===== config.mk =====
export PLATFORM = sky130hd
export DESIGN_NAME = hack_run_ctrl_flat
export DESIGN_NICKNAME = d
export VERILOG_FILES = /design/src/rtl/hack_run_ctrl_if.sv /design/src/rtl/hack_run_ctrl.sv /design/src/flat_wrapper.sv
export SDC_FILE = /design/constraint.sdc
export NUM_CORES = 1
export LEC_CHECK = 0
export CAP_MARGIN = 25
export CORE_ASPECT_RATIO = 0.5
export CORE_MARGIN = 2
export CORE_UTILIZATION = 38
export CTS_CLUSTER_SIZE = 12
export DETAILED_ROUTE_END_ITERATION = 6
export GPL_TIMING_DRIVEN = 0
export PLACE_DENSITY = 0.69
export REMOVE_ABC_BUFFERS = 1
export SYNTH_ARGS = -nofsm -noshare
export SYNTH_HDL_FRONTEND = slang
export SYNTH_SLANG_ARGS = --single-unit

===== constraint.sdc =====
create_clock -name clk -period 2.65 [get_ports clk]
set_clock_uncertainty 0.05 [all_clocks]
set_input_delay 0.53 -clock clk [delete_from_list [all_inputs] [get_ports clk]]
set_output_delay 0.53 -clock clk [all_outputs]
set_load 0.01 [all_outputs]

===== src/rtl/hack_run_ctrl_if.sv =====
// Program-load stream and ROM write port of the Hack run controller.
// The master side feeds program words and observes the ROM writes; the slave side is the controller.
interface hack_run_ctrl_if #(
    parameter int ADDR_W = 15
);
    logic              load_valid;
    logic [15:0]       load_data;
    logic              load_last;
    logic              load_ready;
    logic              rom_we;
    logic [ADDR_W-1:0] rom_addr;
    logic [15:0]       rom_wdata;

    modport master (
        output load_valid, load_data, load_last,
        input  load_ready, rom_we, rom_addr, rom_wdata
    );

    modport slave (
        input  load_valid, load_data, load_last,
        output load_ready, rom_we, rom_addr, rom_wdata
    );
endinterface


===== src/rtl/hack_run_ctrl.sv =====
// Hack computer run controller: streams a program into ROM under CPU reset, then
// sequences hold, free-run, halt, single-step and PC-breakpoint stops.
module hack_run_ctrl #(
    parameter int ADDR_W      = 15,
    parameter int DEPTH       = 32768,
    parameter int HOLD_CYCLES = 2
) (
    input  logic              clk,
    input  logic              reset,
    input  logic              load_start,
    hack_run_ctrl_if.slave    bus,
    output logic              cpu_reset,
    output logic              cpu_en,
    input  logic [ADDR_W-1:0] pc,
    input  logic              run_req,
    input  logic              halt_req,
    input  logic              step_req,
    input  logic              bp_en,
    input  logic [ADDR_W-1:0] bp_addr,
    output logic [2:0]        state,
    output logic [ADDR_W:0]   word_count,
    output logic              overflow
);

    typedef enum logic [2:0] {
        S_IDLE = 3'd0,
        S_LOAD = 3'd1,
        S_HOLD = 3'd2,
        S_RUN  = 3'd3,
        S_HALT = 3'd4,
        S_STEP = 3'd5
    } state_t;

    localparam logic [ADDR_W:0] LAST_PTR  = (ADDR_W+1)'(DEPTH - 1);
    localparam logic [ADDR_W:0] FULL_CNT  = (ADDR_W+1)'(DEPTH);
    localparam logic [3:0]      HOLD_INIT = 4'(HOLD_CYCLES);

    state_t            state_q;
    state_t            state_d;
    logic [3:0]        hold_cnt;
    logic              resume;
    logic              xfer;
    logic              at_end;
    logic              bp_hit;
    logic              enter_load;

    logic              vld_p1;
    logic [ADDR_W-1:0] addr_p1;
    logic [15:0]       wdata_p1;

    function automatic logic [ADDR_W:0] sat_inc(input logic [ADDR_W:0] cnt);
        return (cnt >= FULL_CNT) ? FULL_CNT : cnt + 1'b1;
    endfunction

    // A word offered in the same cycle as a restart belongs to neither load and is dropped.
    always_comb begin
        bp_hit     = bp_en && (pc == bp_addr) && !resume;
        xfer       = (state_q == S_LOAD) && bus.load_valid && !load_start;
        at_end     = (word_count == LAST_PTR);
        state_d    = state_q;
        case (state_q)
            S_IDLE: begin
                if (load_start)   state_d = S_LOAD;
                else if (run_req) state_d = S_HOLD;
            end
            S_LOAD: begin
                if (load_start)                               state_d = S_LOAD;
                else if (xfer && (bus.load_last || at_end))   state_d = S_HOLD;
            end
            S_HOLD: begin
                if (load_start)              state_d = S_LOAD;
                else if (hold_cnt <= 4'd1)   state_d = S_RUN;
            end
            S_RUN: begin
                if (load_start)              state_d = S_LOAD;
                else if (halt_req || bp_hit) state_d = S_HALT;
            end
            S_HALT: begin
                if (load_start)    state_d = S_LOAD;
                else if (step_req) state_d = S_STEP;
                else if (run_req)  state_d = S_RUN;
            end
            S_STEP: begin
                if (load_start) state_d = S_LOAD;
                else            state_d = S_HALT;
            end
            default: state_d = S_IDLE;
        endcase
        enter_load = (state_d == S_LOAD) && ((state_q != S_LOAD) || load_start);
    end

    // The only combinational output path: a breakpoint match suppresses the commit in RUN.
    assign cpu_en         = (state_q == S_STEP) || ((state_q == S_RUN) && !bp_hit);
    assign bus.load_ready = (state_q == S_LOAD);
    assign state          = state_q;

    always_ff @(posedge clk) begin
        if (reset) begin
            state_q    <= S_IDLE;
            cpu_reset  <= 1'b1;
            hold_cnt   <= 4'd0;
            resume     <= 1'b0;
            word_count <= '0;
            overflow   <= 1'b0;
        end else begin
            state_q   <= state_d;
            cpu_reset <= (state_d == S_IDLE) || (state_d == S_LOAD) || (state_d == S_HOLD);
            resume    <= (state_q == S_HALT) && (state_d == S_RUN);

            if ((state_d == S_HOLD) && (state_q != S_HOLD))
                hold_cnt <= HOLD_INIT;
            else if ((state_q == S_HOLD) && (hold_cnt != 4'd0))
                hold_cnt <= hold_cnt - 1'b1;

            if (enter_load) begin
                word_count <= '0;
                overflow   <= 1'b0;
            end else if (xfer) begin
                word_count <= sat_inc(word_count);
                if (!bus.load_last && at_end)
                    overflow <= 1'b1;
            end
        end
    end

    // Stage p1: ROM write lands one cycle after the accepted transfer.
    always_ff @(posedge clk) begin
        if (reset) begin
            vld_p1   <= 1'b0;
            addr_p1  <= '0;
            wdata_p1 <= '0;
        end else begin
            vld_p1 <= xfer;
            if (xfer) begin
                addr_p1  <= word_count[ADDR_W-1:0];
                wdata_p1 <= bus.load_data;
            end
        end
    end

    assign bus.rom_we    = vld_p1;
    assign bus.rom_addr  = addr_p1;
    assign bus.rom_wdata = wdata_p1;

endmodule


===== src/flat_wrapper.sv =====
// flat-port wrapper written by rule: the top's interface ports become plain ports
module hack_run_ctrl_flat 
#(
    parameter int ADDR_W      = 15,
    parameter int DEPTH       = 32768,
    parameter int HOLD_CYCLES = 2
)
  (clk, reset, load_start, cpu_reset, cpu_en, pc, run_req, halt_req, step_req, bp_en, bp_addr, state, word_count, overflow, bus_load_valid, bus_load_data, bus_load_last, bus_load_ready, bus_rom_we, bus_rom_addr, bus_rom_wdata);
  hack_run_ctrl_if #(.ADDR_W(ADDR_W)) bus_i ();
  input  logic clk;
  input  logic reset;
  input  logic load_start;
  output logic cpu_reset;
  output logic cpu_en;
  input  logic [ADDR_W-1:0] pc;
  input  logic run_req;
  input  logic halt_req;
  input  logic step_req;
  input  logic bp_en;
  input  logic [ADDR_W-1:0] bp_addr;
  output logic [2:0] state;
  output logic [ADDR_W:0] word_count;
  output logic overflow;
  input wire logic [$bits(bus_i.load_valid)-1:0] bus_load_valid;
  input wire logic [$bits(bus_i.load_data)-1:0] bus_load_data;
  input wire logic [$bits(bus_i.load_last)-1:0] bus_load_last;
  output wire logic [$bits(bus_i.load_ready)-1:0] bus_load_ready;
  output wire logic [$bits(bus_i.rom_we)-1:0] bus_rom_we;
  output wire logic [$bits(bus_i.rom_addr)-1:0] bus_rom_addr;
  output wire logic [$bits(bus_i.rom_wdata)-1:0] bus_rom_wdata;
  assign bus_i.load_valid = bus_load_valid;
  assign bus_i.load_data = bus_load_data;
  assign bus_i.load_last = bus_load_last;
  assign bus_load_ready = bus_i.load_ready;
  assign bus_rom_we = bus_i.rom_we;
  assign bus_rom_addr = bus_i.rom_addr;
  assign bus_rom_wdata = bus_i.rom_wdata;
  hack_run_ctrl #(.ADDR_W(ADDR_W), .DEPTH(DEPTH), .HOLD_CYCLES(HOLD_CYCLES)) u_core (.clk(clk), .reset(reset), .load_start(load_start), .bus(bus_i), .cpu_reset(cpu_reset), .cpu_en(cpu_en), .pc(pc), .run_req(run_req), .halt_req(halt_req), .step_req(step_req), .bp_en(bp_en), .bp_addr(bp_addr), .state(state), .word_count(word_count), .overflow(overflow));
endmodule

# --- Word level (Yosys, flattened, before mapping) ---
# Cells that the tools add are included.
totals:
  elab_cells: 70
  output_inout_bits: 55
  register_bits: 58
  input_bits: 55
op_classes:
  mux: 16
  eq_ne: 12
  magnitude_cmp: 2
  n_addsub: 2
  reduce_logical: 28
ops:
  columns: ["op", "n"]
  rows:
  - ["$mux W3", 12]
  - ["$pmux W3 S6", 1]
  - ["$add A16 B1 Y16 const B", 1]
  - ["$eq A16 B15 Y1 const B", 1]
  - ["$ge A16 B16 Y1 const B", 1]
  - ["$mux W16", 1]
  - ["$eq A15 B15 Y1", 1]
  - ["$eq A3 B2 Y1 const B", 4]
  - ["$logic_and A1 B1 Y1", 11]
  - ["$eq A3 B1 Y1 const B", 2]
  - ["$eq A3 B3 Y1 const B", 2]
  - ["$logic_not A3 Y1", 2]
  - ["$logic_or A1 B1 Y1", 6]
  - ["$le A4 B1 Y1 const B", 1]
  - ["$logic_not A1 Y1", 4]
  - ["$mux W2", 2]
  - ["$reduce_bool A4 Y1", 1]
  - ["$reduce_or A2 Y1", 2]
  - ["$sub A4 B1 Y4 const B", 1]
  - ["$ne A3 B1 Y1 const B", 1]
  - ["$ne A3 B2 Y1 const B", 1]
  - ["$reduce_and A2 Y1", 1]
  - ["$reduce_bool A2 Y1", 1]

# --- Longest topological paths before layout ---
depth:
  ltp_word: 10
  mapped_depth: 8
  ltp_nobuf: 7

# --- Worst setup path before layout ---
# OpenSTA, ideal clock, no wires.
synth_timing:
  path_type: "input to register"
  from: "input bp_addr[4]"
  to: "register u_core.overflow"
  setup_slack_ns: 0.475
  n_path_buf: 1
  required_ns: 2.465
  path_stages: 7
  t_arrival_ns: 1.990
  setup_ns: 0.135
  cell_sequence: "xnor2_1 nand4_1 nor4_2 o211ai_1 a211oi_4 buf_6 nor3_2"
synth_between:
  elab_chain_cells: 10
synth_lines:
  columns: ["item", "line", "rtl"]
  rows:
  - ["from (decl)", "flat_wrapper.sv:20", "input logic [ADDR_W-1:0] bp_addr;"]
  - ["$eq A15 B15 Y1", "hack_run_ctrl.sv:57", "bp_hit = bp_en && (pc == bp_addr) && !resume;"]
  - ["$logic_and A1 B1 Y1 (2 in series)", "hack_run_ctrl.sv:57", null]
  - ["$logic_or A1 B1 Y1", "hack_run_ctrl.sv:76", "else if (halt_req || bp_hit) state_d = S_HALT;"]
  - ["$mux W3", "hack_run_ctrl.sv:76", null]
  - ["$mux W3", "hack_run_ctrl.sv:75", "if (load_start) state_d = S_LOAD;"]
  - ["$pmux W3 S6", "hack_run_ctrl.sv:61", "case (state_q)"]
  - ["$eq A3 B1 Y1", "hack_run_ctrl.sv:89", "enter_load = (state_d == S_LOAD) && ((state_q != S_LOAD) || load_start);"]
  - ["$logic_and A1 B1 Y1", "hack_run_ctrl.sv:89", null]
  - ["$reduce_or A2 Y1 (no source line)", null, null]
  - ["to (signal assigned)", "hack_run_ctrl.sv:104", "overflow <= 1'b0;"]
  - ["to (signal assigned)", "hack_run_ctrl.sv:117", "overflow <= 1'b0;"]
  - ["to (signal assigned)", "hack_run_ctrl.sv:121", "overflow <= 1'b1;"]
  - ["to (decl)", "hack_run_ctrl.sv:22", "output logic overflow"]
# Every way passes these cells.
# A chain may end at the register's enable or synchronous reset.

# --- Final worst setup path ---
layout_timing:
  from: "input bp_addr[13]"
  to: "output cpu_en"
layout_between:
  elab_chain_cells: 6
layout_lines:
  columns: ["item", "line", "rtl"]
  rows:
  - ["$eq A15 B15 Y1", "hack_run_ctrl.sv:57", null]
  - ["$logic_and A1 B1 Y1 (2 in series)", "hack_run_ctrl.sv:57", null]
  - ["$logic_not A1 Y1", "hack_run_ctrl.sv:93", "assign cpu_en = (state_q == S_STEP) || ((state_q == S_RUN) && !bp_hit);"]
  - ["$logic_and A1 B1 Y1", "hack_run_ctrl.sv:93", null]
  - ["$logic_or A1 B1 Y1", "hack_run_ctrl.sv:93", null]
  - ["to (decl)", "flat_wrapper.sv:14", "output logic cpu_en;"]
# Every way passes these cells.

==> metrics <==
HP Class reg -> reg; net switching power 0.527 mW; VDD IR-drop max 378 uV; Final Non-Filler Cells 534; crit path DAT 1920 ps; RD Place Congestion just under 0.8; CTS sink cnt between 50 and 60; Top FF cell, synth dfxtp_1; layout cells sized above 1 between 10% and 20%; dpl cell area ~4000 sq um; fin area around 4300 sq um; Mapped Cells ~330; IO Port Bufs about 110; ant diodes 0; # nets final roughly 500; pin count of the biggest net entering global routing 44; vias in the first global route about 2600; setup violators final 0; cell with the most instances after synthesis nand2_1; period utilization 94.3%; crit path max fanout 2; EDFF count, synth 0; row cnt 21; Avg WL per Cell about 14 um; P_leak about 1.5 nW; PD cells 525 nW/um^2; core area about 6800 sq um; CTS Buffer Depth 2; post-synthesis cell type count 45; top cell type by total area after synthesis dfxtp_1; switching share of total power 23.4%; Yosys warnings 0; commonest cells in the synthesized netlist nand2_1 (74), dfxtp_1 (58), a21oi_1 (40), xnor2_1 (20), nor2_1 (17); Power Internal 1.72 mW; Reg2Reg Depth 7; worst hold slack 400 ps; unrepaired setup endpoints after global routing false; worst-margin pin slew about 850 ps; Max Slew Vio Count 0; # DRC 0; CP Class in -> out; CTS HTree Levels 3; Placed Cells between 500 and 600; Vias/cell between 5 and 6; Place WS -760 ps; Initial Util approximately 40%; max_slew headroom between 40% and 50%; clk_lat worst skew around 320 ps; worst hold path cell count 2; DRT iter0 DRCs 94; remaining global-route overflow 0; Clock Tree Root clkbuf_16; status completed; #FFs+latches synth between 50 and 60; Routed Antenna Nets 0; sequential fraction of the synthesis area between 40 and 50%; Post-DP HPWL about 5.1 mm; Hold Fails Final Rpt 0; CTS tree done; Pwr Total between 2 and 2.5 mW; Post-synth ARST share 0%; die width around 120 um; sequential power share 40.5%; Clk pwr share approximately 45%; total CTS buffers 9; overall global routing resource usage about 18%; Routed WL between 7 and 8 mm; Pre-antenna DRT Iters 4; Die ar. approximately 8000 sq um; fmax 0.400 GHz; Combinational Power Share between 10% and 20%; hold buffers post-CTS 0; Worst-path clk slew 50 ps; Max Cap Viol 0; post-synth top area share a little over two fifths; Cell Area, Synth ~2700 sq um; initial antenna violation count 0; vias roughly 2700; Top Ports 110; crit path launch type input pin; min cycle time layout roughly 2500 ps; syn_area_per_cell between 8 and 9 sq um; Req. time, crit path approximately 2100 ps; area grow syn2layout 56.3%; Area contributors post-synth dfxtp_1 (42%), nand2_1 (10%), a21oi_1 (7.3%), xnor2_1 (6.4%), xor2_1 (3.2%); first-pass GRT wire length around 11 mm; Vert. Die Dim between 60 and 70 um; CP endpoint kind output port; worst setup margin around 150 ps
[layout by cell type (no fill, tap or decap), drive strengths merged, types with 3 or more instances in the layout]
cell type	synthesis	routed
clkdlybuf4s50	0	106
nand2	74	74
dfxtp	58	58
a21oi	40	40
xnor2	20	20
nor2	17	17
nor3	17	17
clkbuf	11	14
xor2	10	10
nand4	10	10
buf	7	9
inv	8	8
o21ai	6	6
ha	5	5
a211oi	5	5
o211ai	4	4
nand3	4	4
nor4	4	4
nand2b	3	3
or3	3	3
clkinv	0	3
nor4b	3	3
[state kept, by name (all words and copies together) (netlist names)]
name / cells
u_core.bus.rom_we: 1
u_core.bus.rom_wdata: 16
u_core.state: 3
u_core.cpu_reset: 1
u_core.resume: 1
u_core.hold_cnt: 4
u_core.bus.rom_addr: 15
u_core.word_count: 16
u_core.overflow: 1
[kinds of logic (layout without fill, tap and decap cells)]
group	after synthesis	after routing	share of synthesized area [%]
xor gates and xnor gates	30	30	9.58
and+or+nand+nor	146	146	27.2
adders and majority gates	5	5	2.28
DFF	58	58	42.4
AOI/OAI and AO/OA	62	62	14.5
buffers and inverters	26	141	4.06
[stage by stage]
stage | TNS [ps] | utilization (%)
floorplan | -319 | -
global placement | -39900 | 56.6
detailed placement | -16930 | 57.3
CTS | 0 | 62.6
global route | 0 | 62.7
finish | 0 | 62.7
[layout make-up]
class	instances	area (sq um)
flip-flops and latches	58	1160
clock inverters	3	15.0
multi-input cells	243	1520
repair buffers	117	1200
inverters	8	30.0
fillers	578	2550
well taps	92	115
clock buffers	13	250
[critical path, stage by stage]
cell	delay (ps)
clkdlybuf4s50_1	490
xnor2_1	120
nand4_1	150
nor4_4	310
o21a_1	140
nor2_1	40
clkbuf_2	130
[layer usage]
metal  wire (um)  track usage (%)  up-vias
li1            -                -     1327
met3         505             6.07        9
met1        2980             20.2     1252
met4          61             5.34        0
met5           0                0        -
met2        3700             33.3       94
[final timing paths]
kind	end	from	slack (ps)
hold reg to reg	u_core.bus.rom_addr[5]	u_core.bus.rom_addr[5]	400
hold / removal	u_core.bus.rom_addr[5]	u_core.bus.rom_addr[5]	400
setup / recovery	cpu_en	bp_addr[13]	150
setup reg to reg	u_core.word_count[8]	u_core.state[1]	250
[power groups by stage]
stage | Sequential [mW] | Clock [mW] | Combinational (mW)
floorplan | 0.928 | 0 | 0.137
global placement | 0.924 | 0 | 0.296
detailed placement | 0.925 | 0 | 0.311
CTS | 0.909 | 1.03 | 0.337
global route | 0.911 | 1.08 | 0.364
finish | 0.911 | 1.00 | 0.337
[timing repair]
item | in CTS | in global routing
pin swaps | 5 | 3
buffers inserted | 6 | 0
setup endpoints to repair | 23 | 8
resized for setup | 10 | 4
endpoints found under the hold margin | 0 | 0
Power figures use the tool's default switching activity.
